## src/rtl/if_pkg.sv

```systemverilog
// Shared types and constants for the IF-stage fetch sequencer.
package if_pkg;

  typedef enum logic [1:0] {
    S_REQ  = 2'd0,
    S_KILL = 2'd1,
    S_HOLD = 2'd2
  } state_t;

  localparam logic [1:0] JMP_NONE = 2'b00;
  localparam logic [1:0] JMP_J    = 2'b01;
  localparam logic [1:0] JMP_JR   = 2'b10;

endpackage

```

## src/rtl/if_redirect_sel.sv

```systemverilog
// Redirect decode: branch beats j/jal, which beats jr; produces one target.
module if_redirect_sel
  import if_pkg::*;
#(
  parameter int ADDR_W = 32
) (
  input  logic [1:0]        i_con_jump,
  input  logic              i_con_ifbranch,
  input  logic [25:0]       i_addr_jump,
  input  logic [ADDR_W-1:0] i_addr_jumpr,
  input  logic [ADDR_W-1:0] i_addr_branch,
  output logic              o_redir_valid,
  output logic [ADDR_W-1:0] o_redir_target
);

  always_comb begin
    // NOTE: every output gets a default first so no path through the block infers a latch.
    o_redir_valid  = 1'b0;
    o_redir_target = '0;
    if (i_con_ifbranch) begin
      o_redir_valid  = 1'b1;
      o_redir_target = i_addr_branch;
    end else begin
      case (i_con_jump)
        JMP_J: begin
          o_redir_valid  = 1'b1;
          o_redir_target = {{(ADDR_W-26){1'b0}}, i_addr_jump};
        end
        JMP_JR: begin
          o_redir_valid  = 1'b1;
          o_redir_target = i_addr_jumpr;
        end
        JMP_NONE: ;
        default:  ;
      endcase
    end
  end

endmodule

```

## src/rtl/if_fetch_seq.sv

```systemverilog
// IF-stage fetch sequencer: PC, imem req/ack handshake, redirects, one-entry
// stall buffer and wrong-path kill of an in-flight request.
module if_fetch_seq
  import if_pkg::*;
#(
  parameter int                ADDR_W   = 32,
  parameter int                DATA_W   = 32,
  parameter logic [ADDR_W-1:0] RESET_PC = '0
) (
  input  logic              i_clk,
  input  logic              i_rst,
  input  logic              i_stall,
  input  logic [1:0]        i_con_jump,
  input  logic              i_con_ifbranch,
  input  logic [25:0]       i_addr_jump,
  input  logic [ADDR_W-1:0] i_addr_jumpr,
  input  logic [ADDR_W-1:0] i_addr_branch,
  output logic              o_imem_req,
  output logic [ADDR_W-1:0] o_imem_addr,
  input  logic              i_imem_ack,
  input  logic [DATA_W-1:0] i_imem_rdata,
  output logic              o_if_valid,
  output logic [DATA_W-1:0] o_instr,
  output logic [ADDR_W-1:0] o_if_pc,
  output logic [ADDR_W-1:0] o_pc_plus4,
  output logic              o_flush
);

  state_t              r_state;
  state_t              w_state_next;
  logic [ADDR_W-1:0]   r_pc;
  logic [ADDR_W-1:0]   r_pending;
  logic [DATA_W-1:0]   r_hold_instr;
  logic [ADDR_W-1:0]   r_hold_pc;
  logic                r_if_valid;
  logic [DATA_W-1:0]   r_instr;
  logic [ADDR_W-1:0]   r_if_pc;
  logic [ADDR_W-1:0]   r_pc_plus4;
  logic                r_flush;

  logic                w_redir_valid;
  logic [ADDR_W-1:0]   w_redir_target;
  logic [ADDR_W-1:0]   w_pc_plus4;
  logic                w_deliver_fetch;
  logic                w_deliver_hold;
  logic                w_capture;

  if_redirect_sel #(.ADDR_W(ADDR_W)) u_redirect_sel (
    .i_con_jump     (i_con_jump),
    .i_con_ifbranch (i_con_ifbranch),
    .i_addr_jump    (i_addr_jump),
    .i_addr_jumpr   (i_addr_jumpr),
    .i_addr_branch  (i_addr_branch),
    .o_redir_valid  (w_redir_valid),
    .o_redir_target (w_redir_target)
  );

  assign w_pc_plus4      = r_pc + ADDR_W'(4);
  // A redirect always wins over delivering or buffering the current instruction.
  assign w_deliver_fetch = (r_state == S_REQ)  && i_imem_ack && !w_redir_valid && !i_stall;
  assign w_capture       = (r_state == S_REQ)  && i_imem_ack && !w_redir_valid &&  i_stall;
  assign w_deliver_hold  = (r_state == S_HOLD) && !w_redir_valid && !i_stall;

  always_ff @(posedge i_clk) begin
    // NOTE: sequential state uses non-blocking assignments so every register samples pre-edge values.
    if (i_rst) r_state <= S_REQ;
    else       r_state <= w_state_next;
  end

  always_comb begin
    w_state_next = r_state;
    unique case (r_state)
      S_REQ: begin
        if (i_imem_ack) begin
          if (w_capture) w_state_next = S_HOLD;
        end else if (w_redir_valid) begin
          w_state_next = S_KILL;
        end
      end
      S_KILL:  if (i_imem_ack) w_state_next = S_REQ;
      S_HOLD:  if (w_redir_valid || !i_stall) w_state_next = S_REQ;
      default: w_state_next = S_REQ;
    endcase
  end

  always_comb begin
    o_imem_req = !i_rst && (r_state != S_HOLD);
  end

  assign o_imem_addr = r_pc;

  always_ff @(posedge i_clk) begin
    if (i_rst) begin
      r_pc       <= RESET_PC;
      r_if_valid <= 1'b0;
      r_flush    <= 1'b0;
      r_instr    <= '0;
      r_if_pc    <= '0;
      r_pc_plus4 <= '0;
    end else begin
      r_flush    <= w_redir_valid;
      r_if_valid <= w_deliver_fetch || w_deliver_hold;
      if (w_deliver_fetch) begin
        r_instr    <= i_imem_rdata;
        r_if_pc    <= r_pc;
        r_pc_plus4 <= w_pc_plus4;
      end else if (w_deliver_hold) begin
        r_instr    <= r_hold_instr;
        r_if_pc    <= r_hold_pc;
        r_pc_plus4 <= r_hold_pc + ADDR_W'(4);
      end
      unique case (r_state)
        S_REQ: begin
          if (i_imem_ack) r_pc <= w_redir_valid ? w_redir_target : w_pc_plus4;
        end
        S_KILL: begin
          if (i_imem_ack) r_pc <= w_redir_valid ? w_redir_target : r_pending;
        end
        S_HOLD: begin
          if (w_redir_valid) r_pc <= w_redir_target;
        end
        default: r_pc <= r_pc;
      endcase
    end
  end

  // NOTE: the hold buffer and pending target are only read in states that first write them, so they carry no reset.
  always_ff @(posedge i_clk) begin
    if (w_redir_valid) r_pending <= w_redir_target;
    if (w_capture) begin
      r_hold_instr <= i_imem_rdata;
      r_hold_pc    <= r_pc;
    end
  end

  assign o_if_valid = r_if_valid;
  assign o_instr    = r_instr;
  assign o_if_pc    = r_if_pc;
  assign o_pc_plus4 = r_pc_plus4;
  assign o_flush    = r_flush;

endmodule

```

## config.mk

```make
export PLATFORM = sky130hd
export DESIGN_NAME = if_fetch_seq
export DESIGN_NICKNAME = d
export VERILOG_FILES = /design/src/rtl/if_pkg.sv /design/src/rtl/if_redirect_sel.sv /design/src/rtl/if_fetch_seq.sv
export SDC_FILE = /design/constraint.sdc
export NUM_CORES = 1
export LEC_CHECK = 0
export CAP_MARGIN = 15
export CELL_PAD_IN_SITES_DETAIL_PLACEMENT = 1
export CELL_PAD_IN_SITES_GLOBAL_PLACEMENT = 1
export CORE_MARGIN = 5
export CORE_UTILIZATION = 38
export CTS_CLUSTER_SIZE = 30
export DETAILED_ROUTE_END_ITERATION = 12
export GPL_TIMING_DRIVEN = 0
export PLACE_DENSITY_LB_ADDON = 0.1
export SYNTH_ARGS = -nofsm -noshare
export SYNTH_HDL_FRONTEND = slang
export SYNTH_HIERARCHICAL = 1
export SYNTH_SLANG_ARGS = --single-unit
```

## constraint.sdc

```tcl
create_clock -name i_clk -period 10.3 [get_ports i_clk]
set_clock_uncertainty 0.1 [all_clocks]
set_input_delay 2.06 -clock i_clk [delete_from_list [all_inputs] [get_ports i_clk]]
set_output_delay 2.06 -clock i_clk [all_outputs]
set_load 0.005 [all_outputs]
```

### Word level (Yosys, flattened, before mapping)

Index checks and enable logic that the tools add are counted.

| storage, ports and cells | value |
|---|---|
| flip-flop bits (word level) | 228 |
| bits of input ports | 129 |
| output and inout bits | 131 |
| word-level logic and storage cells | 63 |

| cells by class | value |
|---|---|
| add/subtract/negate cells | 2 |
| eq/ne operators | 11 |
| multiplexer cells | 22 |
| reductions and logical operators | 18 |

Operators with widths:

| operator | number |
|---|---|
| two-way mux 32 bit | 12 |
| case mux 32 bit (3 select lines) | 1 |
| adder 32 x 3 -> 32 bit, second input constant | 2 |
| case mux 32 bit (2 select lines) | 1 |
| two-way mux 2 bit | 5 |
| inequality test 2 bit, second input constant | 4 |
| AND reduction 4 bit | 2 |
| logical AND 1 bit | 7 |
| inequality test 3 bit, second input constant | 2 |
| case mux 2 bit (3 select lines) | 1 |
| equality test 2 x 1 -> 1 bit, second input constant | 2 |
| equality test 2 bit, second input constant | 2 |
| zero test 1 bit | 3 |
| nonzero test 3 bit | 1 |
| zero test 2 bit | 1 |
| logical OR 1 bit | 2 |
| two-way mux 1 bit | 2 |
| inequality test 2 x 1 -> 1 bit, second input constant | 1 |
| nonzero test 2 bit | 1 |
| OR reduction 2 bit | 1 |

### Depth between registers and ports, before layout

| depth | value |
|---|---|
| depth after elaboration | 10 |
| mapped depth | 11 |
| gate-level depth less buffers | 9 |

### Modules after synthesis

The synthesis kept the hierarchy.

By module, submodules not included:

| module | instances | cells an instance | area an instance (µm²) | sequential area each (µm²) |
|---|---|---|---|---|
| if_fetch_seq | 1 | 1034 | 10432.5 | 5165.0 |
| if_redirect_sel | 1 | 106 | 699.4 | 0.0 |

### Worst setup path before layout

No wires, ideal clock.

| timing path | value |
|---|---|
| kind | input-to-reg |
| start | input port i_con_jump[0] |
| end | register r_hold_instr[0], enable pin |
| setup time | 580 ps |
| data arrival time | 7717 ps |
| required time | 9620 ps |
| path slack | 1903 ps |
| stages | 7 |
| buffers on the path | 3 |
| cell sequence | inv_1 -> ha_1 -> nand2b_1 -> buf_6 -> clkbuf_1 -> clkbuf_8 -> nor3b_1 |

| on the way | value |
|---|---|
| word-level cells in the longest chain between the ends | 7 |
| elaborated cells between the ends (all ways) | 8 |
| those cells by class | 2 x eq/ne; 2 x mux; 4 x reduce/logical |

RTL lines:

| element | RTL line | source |
|---|---|---|
| start: declaration | if_fetch_seq.sv:13 | `input logic [1:0] i_con_jump,` |
| equality test 2 x 1 -> 1 bit or equality test 2 bit (tied branches) | if_redirect_sel.sv:24 | `case (i_con_jump)` |
| OR reduction 2 bit (no line) (*) | n/a |  |
| two-way mux 1 bit (*) | if_redirect_sel.sv:24 |  |
| two-way mux 1 bit (*) | if_redirect_sel.sv:20 | `if (i_con_ifbranch) begin` |
| named net w_redir_valid | if_fetch_seq.sv:41 | `logic w_redir_valid;` |
| zero test 1 bit (*) | if_fetch_seq.sv:61 | `assign w_capture = (r_state == S_REQ) && i_imem_ack && !w_redir_valid && i_stall;` |
| logical AND 1 bit (*) (2 in a row) | if_fetch_seq.sv:61 |  |
| named net w_capture | if_fetch_seq.sv:46 | `logic w_capture;` |
| end signal: assignment | if_fetch_seq.sv:131 | `r_hold_instr <= i_imem_rdata;` |
| end: declaration | if_fetch_seq.sv:33 | `logic [DATA_W-1:0] r_hold_instr;` |

The timed path passes the listed nets; every way through them passes the cells marked *.
A chain may end at the register's enable or synchronous reset.

### Worst setup path in the final report

| timing path | value |
|---|---|
| start | input port i_rst |
| end | output port o_imem_req |

| on the way | value |
|---|---|
| word-level cells in the longest chain between the ends | 2 |

RTL lines:

| element | RTL line | source |
|---|---|---|
| start: declaration | if_fetch_seq.sv:11 | `input logic i_rst,` |
| zero test 1 bit | if_fetch_seq.sv:87 | `o_imem_req = !i_rst && (r_state != S_HOLD);` |
| logical AND 1 bit | if_fetch_seq.sv:87 |  |
| end: declaration | if_fetch_seq.sv:18 | `output logic o_imem_req,` |

No other way between the ends.

==> out/metrics.cfg <==
[outcome]
status = complete, no violations

[timing]
period_share_pct = 58.4
tightest_slew_ns = 1.13
rsz0062_at_grt = no
hold_violations = 0
slew_headroom_pct = 24.3
post-route-min-period_ns = 6.01
max_freq_mhz = 166
drv_slew = 0
setup_viol = 0
hold_slack_ns = 0.362

[worst_setup_path]
timing.rr.end = o_pc_plus4[21]
cp_max_fo = 10
r2r_start = r_state[0]
cp_slowest_stage_delay_ns = 0.62
rrSetupSlack_ns = 6.35
crit_path_start_kind = input pin
slowest_stage = clkbuf_1
path_buf_inv = 4
cp-end-kind = primary output
cp_common_cell = clkbuf_1
crit_required_ns = 8.14
cp_top_family = buffers and inverters
path_cells = clkbuf_1 > clkbuf_8 > clkbuf_1 > nor2_1 > clkdlybuf4s50_1
worst-setup-path-type = input pin to primary output
arrival_ns = 3.85
rr_worst_depth = 9
crit_start = i_rst

[routing]
detail-route-antenna-nets = 0
drc_errors = 0
wire_per_inst_um = 23.7
first_iter_violations = 831
wirelength_mm = 43.6
via_count = 10700
vias_per_cell = 5.80
drt-pass1-iter-count = 8

[grt]
grtUsageTotal_pct = 25.3
grt_use_met3_pct = 5.41
grt_pass1_wl_mm = 66.2
grt_start_max_net_pins = 14
grt_overflow = 0
grt_util_met1_pct = 32.2
antenna_found_initial = 0
gr-usage-met2_pct = 42.9
busiest_layer = met2
grt_pass1_vias = 11100

[placed_design]
postPlaceCellArea_um2 = 14300
dpl.hpwl_mm = 33.2
routabilityCongestion = 0.851
port_buffers = 257

[clock_network]
cts_tree = built
cts_resized = 0
root_buffer = clkbuf_16
cts_sinks = 226
clk_path_buf_depth = 3
path_clk_slew_ns = 0.06
htreeDepth = 1
ctsHoldBuffers = 0
cts_inserted_buffers = 26
post_cts_buffers = 0
clk_latency_ns = 0.54

[synth]
synth_seq_cells = 226
synth_edf_count = 64
syn_avg_cell_area_um2 = 9.76
yosysSeqAreaShare_pct = 46.4
synth_top_area_cell = dfxtp_1
synth.most_common_cell = dfxtp_1
syn_inst = 1140
syn-num-nets = 1277
synth_ff_type = dfxtp_1
synthArstFlopShare_pct = 0
yosysTopAreaCellShare_pct = 29.1
synthTopCellsByArea = dfxtp_1 (29%), edfxtp_1 (17%), a222oi_1 (4.3%), mux2_2 (3.4%), nor2_1 (3.4%)
yosys_warnings = 6
syn_area_um2 = 11100
synthDistinctLibCells = 75
synth_common_cells = dfxtp_1 (162), nor2_1 (100), nand2_1 (99)

[floorplanning]
dieWidth_um = 181
rows = 62
dieArea_um2 = 32800
die_height_um = 181
io_pins = 260
core-area_um2 = 28800
start_util_pct = 38.7

[power_and_ir_drop]
powerDensity_nw_per_um2 = 157
total_power_mw = 2.38
p_leak_nw = 5.28
ir_worst_vdd_v = 0.000111

[hold_path]
hold_end = r_hold_pc[4]
hold_path_class = register to register
min_delay_path_depth = 0
min_from = o_imem_addr[4]

[layout]
fin_area_um2 = 15200
utilization_pct = 52.8
syn2layout_area_growth_pct = 36.5
drive_gt1_share_pct = 9.90
num-fill-cells = 3241
n_antenna_cell = 0
fin_nets = 1571

[job]
max_cap_viol_count = 0

[where the power goes]
group | internal [mW] | switching [mW] | leakage, nW
clock | 0.602 | 0.380 | 0.440
combinational | 0.184 | 0.198 | 2.92
sequential | 0.963 | 0.0562 | 1.92
[worst max-delay path by stage]
stage	endpoint	depth (start not counted)	slack, ns
finish	o_imem_req	5	4.29
global route	o_imem_req	5	4.16
CTS	o_imem_req	5	4.27
detailed placement	o_imem_req	5	4.30
global placement	r_hold_instr[7]	8	-2.40
floorplan	r_hold_instr[0]	7	1.90
[layout by cell type, fill, tap and decap left out, types with 11 or more instances in the layout]
master	instances
clkdlybuf4s50_1	257
xor2_1	24
nor2_1	100
nand2_1	99
o21ai_2	20
inv_1	23
o21ai_0	41
mux2i_1	28
nand3_1	34
nor3_1	19
nor4_1	11
a222oi_1	48
a22o_1	30
a21oi_1	45
a211oi_1	24
clkbuf_1	66
a221oi_1	17
edfxtp_1	64
dfxtp_1	162
nand4_1	25
a31oi_1	12
xnor2_1	16
a22oi_1	47
mux2_2	34
clkbuf_16	27
[layout make-up]
type | count | area, um2 | share of cell area [%]
clock inverters | 17 | 211 | 1.39
flip-flops and latches | 226 | 5160 | 34.0
clock buffers | 31 | 691 | 4.55
plain buffers | 99 | 528 | 3.48
multi-input cells | 791 | 5350 | 35.2
inverters | 24 | 90.1 | 0.593
repair buffers | 266 | 2670 | 17.6
well taps | 384 | 480 | 3.16
[logic make-up after synthesis]
family | after synthesis | share of synthesized area (%)
AND/OR/NAND/NOR | 351 | 15.5
flip-flops | 226 | 46.4
buffers and inverters | 123 | 5.55
XOR/XNOR | 40 | 3.15
adder cells (fa/ha/maj) | 8 | 0.899
multiplexers | 62 | 5.96
AO/OA/AOI/OAI | 330 | 22.5
[registers in the layout, indices dropped and copies added (netlist names)]
name and flops:
o_imem_addr 32, o_instr 32, o_if_pc 32, o_if_valid 1
r_hold_instr 32, o_flush 1, o_pc_plus4 30, r_hold_pc 32
r_pending 32, r_state 2
[routing by layer]
metal  share of wire, %  vias to the layer above
met4                3.4                        0
met1                 42                     5207
met3                8.1                       77
met2                 47                      430
li1                   -                     4950
met5                  0                        -
[stage by stage]
step / setup slack (ns) / cells / TNS [ns]
2_1_floorplan: 1.90 / 1140 / 0
3_3_place_gp: -2.40 / 1781 / -155.42
3_5_place_dp: 4.30 / 1789 / 0
4_1_cts: 4.27 / 1837 / 0
5_1_grt: 4.16 / 1838 / 0
6_report: 4.29 / 1838 / 0
Note: power is estimated with default switching activity, not from simulation.
